## src/rtl/mem_stage_pkg.sv

```systemverilog
// Shared encodings for the memory-access stage: funct3 access codes, FSM states
// and byte-enable patterns.
package mem_stage_pkg;

    localparam logic [2:0] F3_B  = 3'b000;
    localparam logic [2:0] F3_H  = 3'b001;
    localparam logic [2:0] F3_W  = 3'b010;
    localparam logic [2:0] F3_BU = 3'b100;
    localparam logic [2:0] F3_HU = 3'b101;

    localparam logic [3:0] BE_BYTE0   = 4'b0001;
    localparam logic [3:0] BE_LO_HALF = 4'b0011;
    localparam logic [3:0] BE_HI_HALF = 4'b1100;
    localparam logic [3:0] BE_WORD    = 4'b1111;

    typedef enum logic {
        IDLE,
        WAIT
    } state_t;

endpackage

```

## src/rtl/mem_load_align.sv

```systemverilog
// Load formatting: picks the byte/half lane addressed by addr[1:0] out of the
// read word and sign- or zero-extends it according to funct3.
module mem_load_align
    import mem_stage_pkg::*;
#(
    parameter int WIDTH = 32
) (
    input  logic [WIDTH-1:0] rdata,
    input  logic [1:0]       addr,
    input  logic [2:0]       funct3,
    output logic [WIDTH-1:0] data
);

    logic [7:0]  byte_lane;
    logic [15:0] half_lane;

    always_comb begin
        // NOTE: every output of a combinational block gets a default first so no path leaves it unassigned (no latch).
        data      = rdata;
        byte_lane = rdata[{addr, 3'b000} +: 8];
        half_lane = addr[1] ? rdata[31:16] : rdata[15:0];
        case (funct3)
            F3_B:    data = {{(WIDTH-8){byte_lane[7]}}, byte_lane};
            F3_BU:   data = {{(WIDTH-8){1'b0}}, byte_lane};
            F3_H:    data = {{(WIDTH-16){half_lane[15]}}, half_lane};
            F3_HU:   data = {{(WIDTH-16){1'b0}}, half_lane};
            default: data = rdata;
        endcase
    end

endmodule

```

## src/rtl/mem_access_stage.sv

```systemverilog
// Memory stage: issues req/ack data-memory transactions, formats loads and
// registers the writeback bundle. Optional ack timeout via MEM_ACK_TIMEOUT_EN.
module mem_access_stage
    import mem_stage_pkg::*;
#(
    parameter int WIDTH   = 32,
    parameter int RD_BITS = 5,
    parameter int TIMEOUT = 16
) (
    input  logic               clk,
    input  logic               reset_n,
    input  logic               valid_in,
    input  logic [WIDTH-1:0]   alu_result,
    input  logic [WIDTH-1:0]   store_data,
    input  logic               mem_read,
    input  logic               mem_write,
    input  logic [2:0]         funct3,
    input  logic [RD_BITS-1:0] rd_in,
    input  logic               reg_write_in,
    output logic               stall,
    output logic               dmem_req,
    output logic               dmem_we,
    output logic [WIDTH-1:0]   dmem_addr,
    output logic [3:0]         dmem_be,
    output logic [WIDTH-1:0]   dmem_wdata,
    input  logic               dmem_ack,
    input  logic [WIDTH-1:0]   dmem_rdata,
    output logic               wb_valid,
    output logic [WIDTH-1:0]   wb_data,
    output logic [RD_BITS-1:0] wb_rd,
    output logic               wb_reg_write,
    output logic               misaligned,
    output logic               bus_error
);

    state_t state, next_state;

    logic               is_mem;
    logic               access_legal;
    logic               accept_mem;
    logic               fault;
    logic               pass_through;
    logic               ack_done;
    logic               timeout_hit;
    logic [3:0]         next_be;
    logic [WIDTH-1:0]   next_wdata;
    logic [WIDTH-1:0]   load_data;

    logic [WIDTH-1:0]   req_addr;
    logic [2:0]         req_f3;
    logic               req_load;
    logic               req_we;
    logic [3:0]         req_be;
    logic [WIDTH-1:0]   req_wdata;
    logic [RD_BITS-1:0] req_rd;
    logic               req_rw;

    assign is_mem       = mem_read | mem_write;
    assign accept_mem   = (state == IDLE) && valid_in && is_mem && access_legal;
    assign fault        = (state == IDLE) && valid_in && is_mem && !access_legal;
    assign pass_through = (state == IDLE) && valid_in && !is_mem;
    assign ack_done     = (state == WAIT) && dmem_ack;

    always_comb begin
        access_legal = 1'b0;
        case (funct3)
            F3_B:    access_legal = 1'b1;
            F3_H:    access_legal = !alu_result[0];
            F3_W:    access_legal = (alu_result[1:0] == 2'b00);
            F3_BU:   access_legal = !mem_write;
            F3_HU:   access_legal = !mem_write && !alu_result[0];
            default: access_legal = 1'b0;
        endcase
        if (mem_read && mem_write)
            access_legal = 1'b0;
    end

    always_comb begin
        next_be    = BE_WORD;
        next_wdata = store_data;
        case (funct3[1:0])
            2'b00: begin
                next_be    = BE_BYTE0 << alu_result[1:0];
                next_wdata = {4{store_data[7:0]}};
            end
            2'b01: begin
                next_be    = alu_result[1] ? BE_HI_HALF : BE_LO_HALF;
                next_wdata = {2{store_data[15:0]}};
            end
            default: ;
        endcase
    end

    // State register
    always_ff @(posedge clk) begin
        // NOTE: sequential state uses non-blocking assignments so every register samples pre-edge values.
        if (!reset_n)
            state <= IDLE;
        else
            state <= next_state;
    end

    always_comb begin
        next_state = state;
        case (state)
            IDLE:    if (accept_mem) next_state = WAIT;
            WAIT:    if (dmem_ack || timeout_hit) next_state = IDLE;
            default: next_state = IDLE;
        endcase
    end

    // Memory-side outputs are driven only in WAIT, so they read 0 whenever idle.
    always_comb begin
        stall      = 1'b0;
        dmem_req   = 1'b0;
        dmem_we    = 1'b0;
        dmem_addr  = '0;
        dmem_be    = '0;
        dmem_wdata = '0;
        case (state)
            IDLE: stall = accept_mem;
            WAIT: begin
                stall      = !dmem_ack && !timeout_hit;
                dmem_req   = 1'b1;
                dmem_we    = req_we;
                dmem_addr  = {req_addr[WIDTH-1:2], 2'b00};
                dmem_be    = req_be;
                dmem_wdata = req_wdata;
            end
            default: ;
        endcase
    end

    // NOTE: request capture registers carry no reset; they are only observed while in WAIT, which reset leaves.
    always_ff @(posedge clk) begin
        if (accept_mem) begin
            req_addr  <= alu_result;
            req_f3    <= funct3;
            req_load  <= mem_read;
            req_we    <= mem_write;
            req_be    <= next_be;
            req_wdata <= next_wdata;
            req_rd    <= rd_in;
            req_rw    <= reg_write_in;
        end
    end

    mem_load_align #(.WIDTH(WIDTH)) u_load_align (
        .rdata  (dmem_rdata),
        .addr   (req_addr[1:0]),
        .funct3 (req_f3),
        .data   (load_data)
    );

    always_ff @(posedge clk) begin
        if (!reset_n) begin
            wb_valid     <= 1'b0;
            wb_data      <= '0;
            wb_rd        <= '0;
            wb_reg_write <= 1'b0;
            misaligned   <= 1'b0;
        end else begin
            wb_valid   <= 1'b0;
            misaligned <= 1'b0;
            if (pass_through) begin
                wb_valid     <= 1'b1;
                wb_data      <= alu_result;
                wb_rd        <= rd_in;
                wb_reg_write <= reg_write_in;
            end else if (fault) begin
                wb_valid     <= 1'b1;
                misaligned   <= 1'b1;
                wb_data      <= '0;
                wb_rd        <= rd_in;
                wb_reg_write <= 1'b0;
            end else if (ack_done) begin
                wb_valid     <= 1'b1;
                wb_data      <= req_load ? load_data : '0;
                wb_rd        <= req_rd;
                wb_reg_write <= req_rw;
            end else if (timeout_hit) begin
                wb_valid     <= 1'b1;
                wb_data      <= '0;
                wb_rd        <= req_rd;
                wb_reg_write <= 1'b0;
            end
        end
    end

`ifdef MEM_ACK_TIMEOUT_EN
    localparam int CNT_BITS = $clog2(TIMEOUT + 1);

    logic [CNT_BITS-1:0] wait_cnt;

    // Counter sits at zero in IDLE, so it starts from zero on every WAIT entry.
    always_ff @(posedge clk) begin
        if (!reset_n || state == IDLE)
            wait_cnt <= '0;
        else
            wait_cnt <= wait_cnt + 1'b1;
    end

    assign timeout_hit = (state == WAIT) && !dmem_ack
                         && (wait_cnt == CNT_BITS'(TIMEOUT - 1));

    always_ff @(posedge clk) begin
        if (!reset_n)
            bus_error <= 1'b0;
        else
            bus_error <= timeout_hit;
    end
`else
    assign timeout_hit = 1'b0;
    assign bus_error   = 1'b0;
`endif

endmodule

```

## config.mk

```make
export PLATFORM = sky130hd
export DESIGN_NAME = mem_access_stage
export DESIGN_NICKNAME = d
export VERILOG_FILES = /design/src/rtl/mem_stage_pkg.sv /design/src/rtl/mem_load_align.sv /design/src/rtl/mem_access_stage.sv
export SDC_FILE = /design/constraint.sdc
export NUM_CORES = 1
export LEC_CHECK = 0
export CAP_MARGIN = 20
export CORE_ASPECT_RATIO = 1.25
export CORE_MARGIN = 4
export CORE_UTILIZATION = 44
export CTS_CLUSTER_DIAMETER = 150
export CTS_CLUSTER_SIZE = 12
export DETAILED_ROUTE_END_ITERATION = 7
export PLACE_DENSITY = 0.8
export SKIP_LAST_GASP = 1
export SLEW_MARGIN = 20
export SYNTH_ARGS = -nofsm -noshare
export SYNTH_HDL_FRONTEND = slang
export SYNTH_SLANG_ARGS = --single-unit
```

## constraint.sdc

```tcl
create_clock -name clk -period 6.9 [get_ports clk]
set_input_delay 1.38 -clock clk [delete_from_list [all_inputs] [get_ports clk]]
set_output_delay 1.38 -clock clk [all_outputs]
set_load 0.005 [all_outputs]
```

==> flow_summary.json <==
{
  "path_depth": 5,
  "skew_ns": 0.00899,
  "netlist_area_mm2": 0.00558,
  "synth_most_common_cell": "edfxtp_1",
  "grt_overflow": 0,
  "grt_usage_pct": 23.4,
  "avgRoutedWirePerCell_um": 19.3,
  "die-area_mm2": 0.0146,
  "swShare_pct": 22.6,
  "yosys.area.top_type": "edfxtp_1",
  "maxSlewHeadroom_pct": 32.2,
  "tns_ns": 0,
  "crit_buf_inv": 2,
  "cp.arrival_ns": 3.78,
  "yosysSeqAreaShare_pct": 57.3,
  "worst_pin_slew_ns": 1.02,
  "p_int_mw": 1.58,
  "yosys_register_bits": 120,
  "seqPwrFrac_pct": 40.4,
  "endpoint": "stall",
  "holdWs_ns": 0.523,
  "max_freq_mhz": 194,
  "hp-class": "register to register",
  "crit_start": "funct3[0]",
  "clkTransAtPathRegs_ns": 0.05,
  "path_class": "input port to output port",
  "status": "completed",
  "hold_viol": 0,
  "nets": 823,
  "ys_async_sr_fraction_pct": 0,
  "layout_min_cycle_time_ns": 5.16,
  "yosys_warnings": 0,
  "drt-total-wl_mm": 17.2,
  "r2r_end": "wb_data[21]$_SDFFE_PN0P_",
  "syn_area_per_cell_um2": 11.0,
  "drive_gt1_share_pct": 9.93,
  "max-vdd-ir-drop_v": 0.000152,
  "critical_path.top_delay_family": "buffers and inverters",
  "reg2reg_depth": 5,
  "cp_cell_sequence": "clkdlybuf4s50_1 -> o31ai_1 -> nand3_1 -> o22ai_1 -> clkdlybuf4s50_1",
  "max_stage_delay_ns": 0.80,
  "ios": 223,
  "numCtsBuffers": 17,
  "dieHeight_um": 134,
  "r2r_start": "state$_SDFF_PN0_",
  "cts_tree": "yes",
  "hold_buffers": 0,
  "rsz0062_at_grt": "false",
  "finalSetupViolations": 0,
  "clk_latency_ns": 0.41,
  "fin_crit_sh_pct": 74.8,
  "gp_congestion": 0.824,
  "core_mm2": 0.0123,
  "leakage_nw": 3.07,
  "drc": 0,
  "worst_setup_path_end_kind": "output port",
  "cp_max_fo": 14,
  "clk_path_buf_depth": 2,
  "slowest_stage": "clkdlybuf4s50_1",
  "dr.pass1.iters": 5,
  "synth.top_cells.by_count": "edfxtp_1, and2_1, o21ai_0",
  "finalInstanceArea_mm2": 0.00851,
  "syn_to_final_growth_pct": 52.6,
  "grt_pass1_vias": 4996,
  "total_power_mw": 2.04,
  "synth.distinct_cells": 45,
  "p_comb_share_pct": 13.0,
  "place_area_mm2": 0.00783,
  "clock_sink_count": 120,
  "r2r_slack_ns": 4.18,
  "cts_resized": 0,
  "pwr_density_cell_mw_per_mm2": 240,
  "synth_edf_count": 79,
  "cp-start-kind": "input port",
  "start_util_pct": 45.4,
  "slew_viol_final": 0,
  "die-width_um": 109,
  "p_clk_share_pct": 46.6,
  "post-cts-setup-buffer-count": 0,
  "grt_max_degree": 79,
  "synthCells": 507,
  "ys.flop_type": "edfxtp_1",
  "critPathRequiredTime_ns": 5.52,
  "vias": 4931,
  "switchingPower_mw": 0.462,
  "htreeDepth": 4,
  "antenna_found_initial": 1,
  "grt_pass1_wl_mm": 26.3,
  "fill_cells": 946,
  "drt_iter0_markers": 233,
  "cts-root-buf": "clkbuf_16",
  "antenna_left": 0,
  "num_rows": 45,
  "synth_top_area_share_pct": 42.5,
  "synth.top_cells.by_area": "edfxtp_1, dfxtp_1, and2_1",
  "portBuffers": 219,
  "worst_path_most_repeated_cell": "clkdlybuf4s50_1",
  "hpwl_mm": 12.4,
  "cap_violations": 0,
  "viasPerCell": 5.54
}
## cell type report
type | count | area, µm² | area share [%]
sequential | 120 | 3200 | 37.6
clock buffer | 20 | 489 | 5.75
antenna | 1 | 2.50 | 0.0294
timing repair buffer | 225 | 2250 | 26.5
inverter | 6 | 22.5 | 0.265
multi-input combinational | 342 | 2180 | 25.7
tap | 164 | 205 | 2.41
clock inverter | 12 | 159 | 1.87
## tightest hold or removal path: cells and delay by family (launching register included)
| kind | cells | cell delay, ns |
|---|---|---|
| flip-flops | 1 | 0.32 |
| AND/OR/NAND/NOR | 1 | 0.08 |
| AO/OA/AOI/OAI | 1 | 0.09 |
## flip-flops by register name, summed over array words and instances (netlist names)
name and count:
req_rw 1, req_addr 32, req_be 4, req_f3 3
req_we 1, wb_rd 5, wb_valid 1, misaligned 1
wb_reg_write 1, state 1, wb_data 32, req_wdata 32
req_rd 5, req_load 1
## logic make-up after synthesis
kind of cell	count (synthesis)	synth area share, %
other cells	1	0.0672
compound gates	144	17.0
mux	31	6.22
buf+inv	47	3.90
simple gates	164	15.5
flops	120	57.3
## metrics by stage
step	setup WS [ns]	util, %	instances
2_1_floorplan	1.21	-	509
3_3_place_gp	1.84	63.8	856
3_5_place_dp	1.79	63.8	856
4_1_cts	1.78	69.1	888
5_1_grt	1.68	69.3	890
6_report	1.74	69.3	890
## per-layer routing
layer / global-route usage (%) / part of all wire, % / routed length (µm)
met2: 40.3 / 50 / 8580
met3: 8.38 / 11 / 1900
met1: 26.3 / 36 / 6250
met4: 8.91 / 2.8 / 484
met5: 0 / 0 / 0
## layout by cell type (no fill, tap or decap), types with 3 or more instances in the layout
| master | count |
|---|---|
| nand2b_1 | 14 |
| and2_1 | 69 |
| a221oi_2 | 4 |
| a31oi_1 | 16 |
| nand3_1 | 11 |
| buf_4 | 5 |
| o211ai_1 | 5 |
| clkdlybuf4s50_1 | 218 |
| a21oi_1 | 23 |
| bufinv_16 | 3 |
| a221oi_1 | 7 |
| edfxtp_1 | 79 |
| mux2_2 | 21 |
| dfxtp_1 | 40 |
| nand2_1 | 43 |
| nor2_1 | 14 |
| clkinv_4 | 4 |
| mux2i_1 | 8 |
| o221ai_1 | 8 |
| nor2b_1 | 4 |
| o21ai_0 | 55 |
| conb_1 | 3 |
| inv_1 | 6 |
| o211a_1 | 5 |
| clkbuf_16 | 19 |
| o22a_1 | 7 |
## how the worst min path moves through the flow
stage                             start                  endpoint  slack, ns  cells after the start
6_report       wb_data[13]$_SDFFE_PN0P_  wb_data[13]$_SDFFE_PN0P_       0.52                      2
5_1_grt        wb_data[26]$_SDFFE_PN0P_  wb_data[26]$_SDFFE_PN0P_       0.57                      2
3_3_place_gp   wb_data[24]$_SDFFE_PN0P_  wb_data[24]$_SDFFE_PN0P_       0.50                      2
3_5_place_dp   wb_data[13]$_SDFFE_PN0P_  wb_data[13]$_SDFFE_PN0P_       0.50                      2
2_1_floorplan  wb_data[13]$_SDFFE_PN0P_  wb_data[13]$_SDFFE_PN0P_       0.50                      2
4_1_cts        wb_data[13]$_SDFFE_PN0P_  wb_data[13]$_SDFFE_PN0P_       0.52                      2
## power groups by stage
stage | clock, mW | combinational [mW] | sequential (mW)
finish | 0.953 | 0.265 | 0.824
global route | 0.992 | 0.285 | 0.829
CTS | 0.963 | 0.264 | 0.825
detailed placement | 0 | 0.261 | 0.839
global placement | 0 | 0.254 | 0.838
floorplan | 0 | 0.105 | 0.835
Note: power is estimated with default switching activity, not from simulation.
